### src/rtl/instruction_loader_if.sv
// Byte-stream and instruction-memory write signals of the instruction loader.
// The slave modport is the loader; the master modport is the byte source / memory side.
interface instruction_loader_if #(
  parameter int unsigned BITS_SIZE = 32,
  parameter int unsigned CNT_W     = 7
);
  logic                 i_load_start;
  logic [7:0]           i_rx_data;
  logic                 i_rx_valid;
  logic [BITS_SIZE-1:0] o_instruction_address;
  logic [BITS_SIZE-1:0] o_instruction;
  logic                 o_flag_write_intruc;
  logic                 o_busy;
  logic                 o_load_done;
  logic [CNT_W-1:0]     o_word_count;
  logic                 o_timeout_err;

  modport master (
    output i_load_start, i_rx_data, i_rx_valid,
    input  o_instruction_address, o_instruction, o_flag_write_intruc,
    input  o_busy, o_load_done, o_word_count, o_timeout_err
  );

  modport slave (
    input  i_load_start, i_rx_data, i_rx_valid,
    output o_instruction_address, o_instruction, o_flag_write_intruc,
    output o_busy, o_load_done, o_word_count, o_timeout_err
  );
endinterface

### src/rtl/instruction_loader.sv
// Assembles big-endian UART bytes into words and writes them sequentially to instruction memory.
// Define LOADER_TIMEOUT_EN to discard partial words after TIMEOUT_CYCLES idle cycles.
module instruction_loader #(
  parameter int unsigned          BITS_SIZE      = 32,
  parameter int unsigned          SIZE_TOTAL     = 256,
  parameter logic [BITS_SIZE-1:0] HALT_WORD      = 32'hFFFF_FFFF,
  parameter int unsigned          TIMEOUT_CYCLES = 1000000
) (
  input logic                 i_clk,
  input logic                 i_reset,
  instruction_loader_if.slave bus
);

  localparam int unsigned          CntW     = $clog2(SIZE_TOTAL / 4) + 1;
  localparam logic [BITS_SIZE-1:0] LastAddr = BITS_SIZE'(SIZE_TOTAL - 4);

  typedef enum logic [1:0] {StIdle, StRecv, StWrite, StDone} state_e;

  state_e               state_q, state_d;
  logic [1:0]           idx_q, idx_d;
  logic [23:0]          part_q, part_d;
  logic [BITS_SIZE-1:0] instr_q, instr_d;
  logic [BITS_SIZE-1:0] wr_addr_q, wr_addr_d;
  logic [BITS_SIZE-1:0] addr_q, addr_d;
  logic [CntW-1:0]      count_q, count_d;
  logic                 tmo_err_q, tmo_err_d;
  logic                 tmo_hit;

`ifdef LOADER_TIMEOUT_EN
  localparam int unsigned TmoW = $clog2(TIMEOUT_CYCLES + 1);

  logic [TmoW-1:0] tmo_cnt_q, tmo_cnt_d;
  logic            tmo_run;

  // Count only while a partial word is waiting for its next byte.
  assign tmo_run = (state_q == StRecv) && (idx_q != 2'd0) && !bus.i_rx_valid &&
                   !bus.i_load_start;
  assign tmo_hit = tmo_run && (tmo_cnt_q == TmoW'(TIMEOUT_CYCLES - 1));

  always_comb begin
    tmo_cnt_d = '0;
    if (tmo_run && !tmo_hit) begin
      tmo_cnt_d = tmo_cnt_q + TmoW'(1);
    end
  end

  always_ff @(posedge i_clk) begin
    if (i_reset) begin
      tmo_cnt_q <= '0;
    end else begin
      tmo_cnt_q <= tmo_cnt_d;
    end
  end
`else
  assign tmo_hit = 1'b0;
`endif

  always_comb begin
    state_d   = state_q;
    idx_d     = idx_q;
    part_d    = part_q;
    instr_d   = instr_q;
    wr_addr_d = wr_addr_q;
    addr_d    = addr_q;
    count_d   = count_q;
    tmo_err_d = 1'b0;

    unique case (state_q)
      StIdle: begin
        if (bus.i_load_start) begin
          state_d = StRecv;
          addr_d  = '0;
          count_d = '0;
          idx_d   = '0;
        end
      end
      StRecv: begin
        if (bus.i_load_start) begin
          addr_d  = '0;
          count_d = '0;
          idx_d   = '0;
        end else if (bus.i_rx_valid) begin
          idx_d = idx_q + 2'd1;
          case (idx_q)
            2'd0: part_d[23:16] = bus.i_rx_data;
            2'd1: part_d[15:8]  = bus.i_rx_data;
            2'd2: part_d[7:0]   = bus.i_rx_data;
            default: begin
              instr_d   = BITS_SIZE'({part_q, bus.i_rx_data});
              wr_addr_d = addr_q;
              state_d   = StWrite;
            end
          endcase
        end else if (tmo_hit) begin
          idx_d     = '0;
          part_d    = '0;
          tmo_err_d = 1'b1;
        end
      end
      StWrite: begin
        // The strobe is combinational on state, so it completes even on a restart.
        addr_d  = (wr_addr_q == LastAddr) ? wr_addr_q : addr_q + BITS_SIZE'(4);
        count_d = count_q + CntW'(1);
        if (bus.i_load_start) begin
          state_d = StRecv;
          addr_d  = '0;
          count_d = '0;
          idx_d   = '0;
        end else if ((instr_q == HALT_WORD) || (wr_addr_q == LastAddr)) begin
          state_d = StDone;
        end else begin
          state_d = StRecv;
          if (bus.i_rx_valid) begin
            part_d[23:16] = bus.i_rx_data;
            idx_d         = 2'd1;
          end
        end
      end
      StDone: begin
        if (bus.i_load_start) begin
          state_d = StRecv;
          addr_d  = '0;
          count_d = '0;
          idx_d   = '0;
        end
      end
      default: state_d = StIdle;
    endcase
  end

  always_ff @(posedge i_clk) begin
    if (i_reset) begin
      state_q   <= StIdle;
      idx_q     <= '0;
      part_q    <= '0;
      instr_q   <= '0;
      wr_addr_q <= '0;
      addr_q    <= '0;
      count_q   <= '0;
      tmo_err_q <= 1'b0;
    end else begin
      state_q   <= state_d;
      idx_q     <= idx_d;
      part_q    <= part_d;
      instr_q   <= instr_d;
      wr_addr_q <= wr_addr_d;
      addr_q    <= addr_d;
      count_q   <= count_d;
      tmo_err_q <= tmo_err_d;
    end
  end

  assign bus.o_instruction_address = wr_addr_q;
  assign bus.o_instruction         = instr_q;
  assign bus.o_flag_write_intruc   = (state_q == StWrite) && !i_reset;
  assign bus.o_busy                = (state_q == StRecv) || (state_q == StWrite);
  assign bus.o_load_done           = (state_q == StDone);
  assign bus.o_word_count          = count_q;
  assign bus.o_timeout_err         = tmo_err_q;

endmodule

### src/flat_wrapper.sv
// flat-port wrapper written by rule: the top's interface ports become plain ports
module instruction_loader_flat 
#(
  parameter int unsigned          BITS_SIZE      = 32,
  parameter int unsigned          SIZE_TOTAL     = 256,
  parameter logic [BITS_SIZE-1:0] HALT_WORD      = 32'hFFFF_FFFF,
  parameter int unsigned          TIMEOUT_CYCLES = 1000000
)
  (i_clk, i_reset, bus_i_load_start, bus_i_rx_data, bus_i_rx_valid, bus_o_instruction_address, bus_o_instruction, bus_o_flag_write_intruc, bus_o_busy, bus_o_load_done, bus_o_word_count, bus_o_timeout_err);
  instruction_loader_if #(.BITS_SIZE(BITS_SIZE), .CNT_W(7)) bus_i ();
  input logic i_clk;
  input logic i_reset;
  input wire logic [$bits(bus_i.i_load_start)-1:0] bus_i_load_start;
  input wire logic [$bits(bus_i.i_rx_data)-1:0] bus_i_rx_data;
  input wire logic [$bits(bus_i.i_rx_valid)-1:0] bus_i_rx_valid;
  output wire logic [$bits(bus_i.o_instruction_address)-1:0] bus_o_instruction_address;
  output wire logic [$bits(bus_i.o_instruction)-1:0] bus_o_instruction;
  output wire logic [$bits(bus_i.o_flag_write_intruc)-1:0] bus_o_flag_write_intruc;
  output wire logic [$bits(bus_i.o_busy)-1:0] bus_o_busy;
  output wire logic [$bits(bus_i.o_load_done)-1:0] bus_o_load_done;
  output wire logic [$bits(bus_i.o_word_count)-1:0] bus_o_word_count;
  output wire logic [$bits(bus_i.o_timeout_err)-1:0] bus_o_timeout_err;
  assign bus_i.i_load_start = bus_i_load_start;
  assign bus_i.i_rx_data = bus_i_rx_data;
  assign bus_i.i_rx_valid = bus_i_rx_valid;
  assign bus_o_instruction_address = bus_i.o_instruction_address;
  assign bus_o_instruction = bus_i.o_instruction;
  assign bus_o_flag_write_intruc = bus_i.o_flag_write_intruc;
  assign bus_o_busy = bus_i.o_busy;
  assign bus_o_load_done = bus_i.o_load_done;
  assign bus_o_word_count = bus_i.o_word_count;
  assign bus_o_timeout_err = bus_i.o_timeout_err;
  instruction_loader #(.BITS_SIZE(BITS_SIZE), .SIZE_TOTAL(SIZE_TOTAL), .HALT_WORD(HALT_WORD), .TIMEOUT_CYCLES(TIMEOUT_CYCLES)) u_core (.i_clk(i_clk), .i_reset(i_reset), .bus(bus_i));
endmodule
### config.mk
export PLATFORM = sky130hd
export DESIGN_NAME = instruction_loader_flat
export DESIGN_NICKNAME = d
export VERILOG_FILES = /design/src/rtl/instruction_loader_if.sv /design/src/rtl/instruction_loader.sv /design/src/flat_wrapper.sv
export SDC_FILE = /design/constraint.sdc
export NUM_CORES = 1
export LEC_CHECK = 0
export ABC_CLOCK_PERIOD_IN_PS = 3200
export CAP_MARGIN = 20
export CORE_ASPECT_RATIO = 0.7
export CORE_MARGIN = 2
export CORE_UTILIZATION = 58
export DETAILED_ROUTE_END_ITERATION = 12
export GPL_TIMING_DRIVEN = 0
export PLACE_DENSITY = 0.85
export REMOVE_ABC_BUFFERS = 1
export SKIP_LAST_GASP = 1
export SLEW_MARGIN = 20
export SYNTH_ARGS = -nofsm -noshare
export SYNTH_HDL_FRONTEND = slang
export SYNTH_SLANG_ARGS = --single-unit
### constraint.sdc
create_clock -name i_clk -period 3.2 [get_ports i_clk]
set_input_delay 0.64 -clock i_clk [delete_from_list [all_inputs] [get_ports i_clk]]
set_output_delay 0.64 -clock i_clk [all_outputs]
set_load 0.005 [all_outputs]
Word-level counts from Yosys, hierarchy flattened --
Cells that the tools add are included.
Operators by class: $add $sub $neg 3, eq/ne operators 19, reduce and logical (&&, ||, !) cells 16, multiplexer cells 30, bitwise gates (word level) 2
Operators by type and width (count):
- $mux W32 | 3
- $pmux W32 S2 | 1
- $mux W24 | 2
- $mux W8 | 6
- $add A32 B3 Y32 const B | 1
- $eq A32 B32 Y1 const B | 1
- $eq A32 B8 Y1 const B | 1
- $mux W2 | 12
- $reduce_and A4 Y1 | 5
- $pmux W8 S2 | 1
- $mux W7 | 2
- $ne A2 B2 Y1 const B | 7
- $pmux W7 S2 | 1
- $pmux W2 S3 | 2
- $ne A3 B3 Y1 const B | 3
- $add A7 B1 Y7 const B | 1
- $reduce_and A7 Y1 | 1
- $eq A2 B2 Y1 const B | 3
- $reduce_or A3 Y1 | 2
- $eq A2 B1 Y1 const B | 2
- $logic_not A2 Y1 | 2
- $ne A2 B1 Y1 const B | 2
- $add A2 B1 Y2 const B | 1
- $logic_or A1 B1 Y1 | 2
- other kinds (5) | 6
Storage, ports and cells: flip-flop bits (word level) 131, output and inout bits 75, word-level logic and storage cells 79

Longest topological paths before layout --
depth in word-level cells 6, gate-level depth with buffers 9, gate-level depth less buffers 7

Least setup slack after synthesis --
No wires, ideal clock.
kind reg2reg, from register u_core.wr_addr_q[24], in the netlist u_core.bus.o_instruction_address[24], to register u_core.part_q[17], setup time 95 ps, arrival 2067 ps, clock period less this slack 2162 ps, path slack 1038 ps, stages on the path, launching flop included 8, cell sequence dfxtp_1 -> or4_4 -> or4_4 -> o22ai_2 -> buf_6 -> buf_6 -> nand4_1 -> o311ai_1
Between the ends: longest elaborated chain between the ends 4
RTL lines:
- start, declared | line instruction_loader.sv:23 | logic [BITS_SIZE-1:0] wr_addr_q, wr_addr_d;
- start signal, assigned | line instruction_loader.sv:146 | wr_addr_q <= wr_addr_d;
- $eq A32 B8 Y1 | line instruction_loader.sv:109 | end else if ((instr_q == HALT_WORD) || (wr_addr_q == LastAddr)) begin
- $logic_or A1 B1 Y1 | line instruction_loader.sv:109
- $ne A2 B2 Y1 (no line)
- $reduce_and A7 Y1 (no line)
- end signal, assigned | line instruction_loader.sv:144 | part_q <= part_d;
- end, declared | line instruction_loader.sv:21 | logic [23:0] part_q, part_d;
Every way passes these cells. A chain may end at the register's enable or synchronous reset.

Worst setup path after layout --
from register u_core.wr_addr_q[25], in the netlist u_core.bus.o_instruction_address[25], to register u_core.idx_q[1]
Between the ends: longest elaborated chain between the ends 4
RTL lines:
- $eq A32 B8 Y1 | line instruction_loader.sv:109
- $logic_or A1 B1 Y1 | line instruction_loader.sv:109
- $ne A3 B3 Y1 (no line)
- $reduce_and A4 Y1 (no line)
- end signal, assigned | line instruction_loader.sv:143 | idx_q <= idx_d;
- end, declared | line instruction_loader.sv:20 | logic [1:0] idx_q, idx_d;
Every way passes these cells.

==> impl_metrics.csv <==
group,metric,value,unit
run_status,outcome,"finished, final reports clean",
power_and_ir_drop,seqPwrFrac,0.403,
timing,fin_crit_sh,0.901,
cts,clkSinkCount,131,
finish,drive_gt1_frac,0.0645,
yosys,ys_warn_count,0,
timing,fin_skew,0.00804,ns
drt,via_per_inst,6.26,
job,maxCapViolCount,0,
cts,clockBufferDepth,2,
worst_setup_path,cp_slowest_cell,"o22ai_2",
drt,drtIter0Drc,620,
yosys,ys.flop_type,"dfxtp_1",
cts,root_buffer,"clkbuf_16",
drt,postRouteWirelength,16400,µm
yosys,synthCells,718,
yosys,synth-edff-count,0,
timing,setup_viol,0,
power_and_ir_drop,p_sw_frac,0.254,
worst_setup_path,crit_chain,"or4_1 > or4_4 > o22ai_2 > mux2_2 > a21oi_1",
timing,finalCriticalPeriod,2.88,ns
cts,cts_buffers,17,
power_and_ir_drop,comb_power_share,0.111,
drt,wire_per_inst,17.8,µm
cts,worstSkewPairLatency,0.41,ns
power_and_ir_drop,leakage,2.33,nW
timing,tightest_slew,0.977,ns
grt,antenna_found_initial,0,
grt,grt_pass1_vias,5198,
power_and_ir_drop,internal-power,3.15,mW
floorplan,dieWidth,122,µm
worst_setup_path,crit_buf_inv,0,
grt,track_usage,0.315,
grt,grt_pass1_wl,26100,µm
finish,most-common-layout-cells,"nand2_1, dfxtp_1, a21oi_1",
cts,path_clk_slew,0.06,ns
grt,grt_max_degree,71,
worst_setup_path,cpLargestDelayFamily,"simple AND/OR/NAND/NOR gates",
worst_setup_path,cp_slowest_stage_delay,0.75,ns
finish,n_antenna_cell,0,
timing,hold_viol_final,0,
worst_setup_path,worstPathRequired,3.54,ns
worst_setup_path,cp.arrival,3.22,ns
floorplan,floorplan.initialDensity,0.592,
place,gp_congestion,0.877,
drt,ant_nets,0,
cts,hold_buffers,0,
finish,final_common_cell,"nand2_1",
power_and_ir_drop,fin_total_pwr,4.23,mW
min_path,min_path_type,"reg -> reg",
worst_setup_path,setup.worst_path.end_class,"flip-flop",
power_and_ir_drop,powerDensity,584,mW/mm²
finish,fill_cells,709,
floorplan,core-area,0.00961,mm²
drt,firstDrtPassIters,5,
floorplan,rows,30,
worst_setup_path,worstSetupPathType,"reg -> reg",
timing,fmax,347,MHz
timing,slew_viol_final,0,
worst_setup_path,cp-start-kind,"flip-flop",
finish,finalCoreUtilization,0.754,
power_and_ir_drop,peakVddDrop,0.655,mV
finish,area_delta_synth_final,27.3,%
floorplan,io_pins,87,
timing,max-slew-margin-rel,0.344,
timing,rsz0062_at_grt,"no",
drt,vias,5752,
yosys,syn-cell-area,0.00569,mm²
place,port_buffers,85,
yosys,synth_cell_types,53,
power_and_ir_drop,switchingPower,1.07,mW
worst_setup_path,cp_max_fo,20,
floorplan,dieArea,0.0106,mm²
cts,htreeDepth,4,
yosys,ys_ff_latch,131,
yosys,synth-seq-area-share,0.461,
timing,finalSetupTns,0,ns
floorplan,die_h,86.9,µm
cts,cts_tree,"yes",
yosys,synthArstFlopShare,0,
grt,grt-ovfl-total,0,
power_and_ir_drop,clock_power_share,0.486,
place,dpl.hpwl,10500,µm
drt,drc,0,
finish,nets,800,
yosys,avgSynthCellArea,7.93,µm²
-- tightest hold or removal path, delay by kind of cell (launching register included) --
kind,cells,cell delay (ns)
AOI/OAI and AO/OA,1,0.05
DFF,1,0.31
and+or+nand+nor,1,0.05
-- kinds of logic after synthesis --
kind of cell | Yosys count | share of synthesized area
flops | 131 | 0.461
xor+xnor | 8 | 0.0123
other cells | 1 | 0.000659
fa+ha+maj | 9 | 0.0198
compound gates | 175 | 0.183
buf+inv | 58 | 0.0418
mux | 5 | 0.00902
simple gates | 331 | 0.272
-- path summary, 6_finish.rpt --
kind	start	end	slack, ns	depth (start not counted)
min reg2reg	u_core.part_q[6]$_SDFFE_PP0P_	u_core.bus.o_instruction[14]$_SDFFE_PP0P_	0.45	2
max	u_core.bus.o_instruction_address[25]$_SDFFE_PP0P_	u_core.idx_q[1]$_SDFFE_PP0P_	0.32	5
min	u_core.part_q[6]$_SDFFE_PP0P_	u_core.bus.o_instruction[14]$_SDFFE_PP0P_	0.45	2
max reg2reg	u_core.bus.o_instruction_address[25]$_SDFFE_PP0P_	u_core.idx_q[1]$_SDFFE_PP0P_	0.32	5
-- cell usage after synthesis (4+ instances only) --
master    instances  share of area
clkbuf_1         38          0.025
o21ai_0          16          0.014
ha_1              9          0.020
xor2_1            4         0.0062
a31oi_1          23          0.025
nor4b_1           9          0.014
a21oi_1          97          0.085
mux2i_1           4         0.0070
nor4_1            5         0.0055
or4_1             5         0.0066
nor2_1           26          0.017
and3_1           14          0.015
nand3_1          23          0.020
o311ai_1          8          0.012
buf_1             6         0.0040
nand2_1         194           0.13
dfxtp_1         131           0.46
nand4_1          33          0.036
inv_1             9         0.0059
xnor2_1           4         0.0062
-- flip-flops by register name, summed over array words and instances, names as in the netlist --
signal	flops
u_core.idx_q	2
u_core.state_q	2
u_core.bus.o_instruction_address	32
u_core.bus.o_word_count	7
u_core.addr_q	32
u_core.bus.o_instruction	32
u_core.part_q	24
-- timing repair --
item | CTS | global route
setup endpoints to repair | 4 | 6
gates resized for setup | 2 | 2
setup buffers | 0 | 2
pin swaps | 0 | 0
-- through the flow --
| step | cell area (µm²) | hold WS (ns) | std cells | worst slack [ns] |
|---|---|---|---|---|
| 2_1_floorplan | 5490 | 0.421 | 670 | -0.219 |
| 3_3_place_gp | 6500 | 0.439 | 883 | -4.02 |
| 3_5_place_dp | 6580 | 0.442 | 886 | -0.440 |
| 4_1_cts | 7220 | 0.451 | 917 | 0.130 |
| 5_1_grt | 7240 | 0.475 | 919 | 0.133 |
| 6_report | 7240 | 0.451 | 919 | 0.318 |
-- area by class of cell --
class                      count  area, µm²  share of cell area
clock buffer                  19        443              0.0612
clock inverter                12        181              0.0250
inverter                      10       41.3             0.00570
multi-input combinational    529       2880               0.397
sequential                   131       2620               0.362
tap                          128        160              0.0221
timing repair buffer          90        918               0.127
-- metal layers --
metal | vias up | global-route usage | routed length [µm]
met1 | 2722 | 0.443 | 7110
met5 | - | 0 | 0
met2 | 319 | 0.466 | 7480
li1 | 2680 | - | -
met4 | 0 | 0.126 | 264
met3 | 31 | 0.0798 | 1540
-- power groups by stage --
stage / Combinational, mW / Clock (mW) / Sequential, mW
after global routing: 0.508 / 2.13 / 1.71
after floorplan: 0.243 / 0 / 1.73
after global placement: 0.379 / 0 / 1.73
after CTS: 0.438 / 2.05 / 1.70
after detailed placement: 0.414 / 0 / 1.74
final: 0.467 / 2.06 / 1.70
No activity file was read; power rests on OpenSTA's default activity.
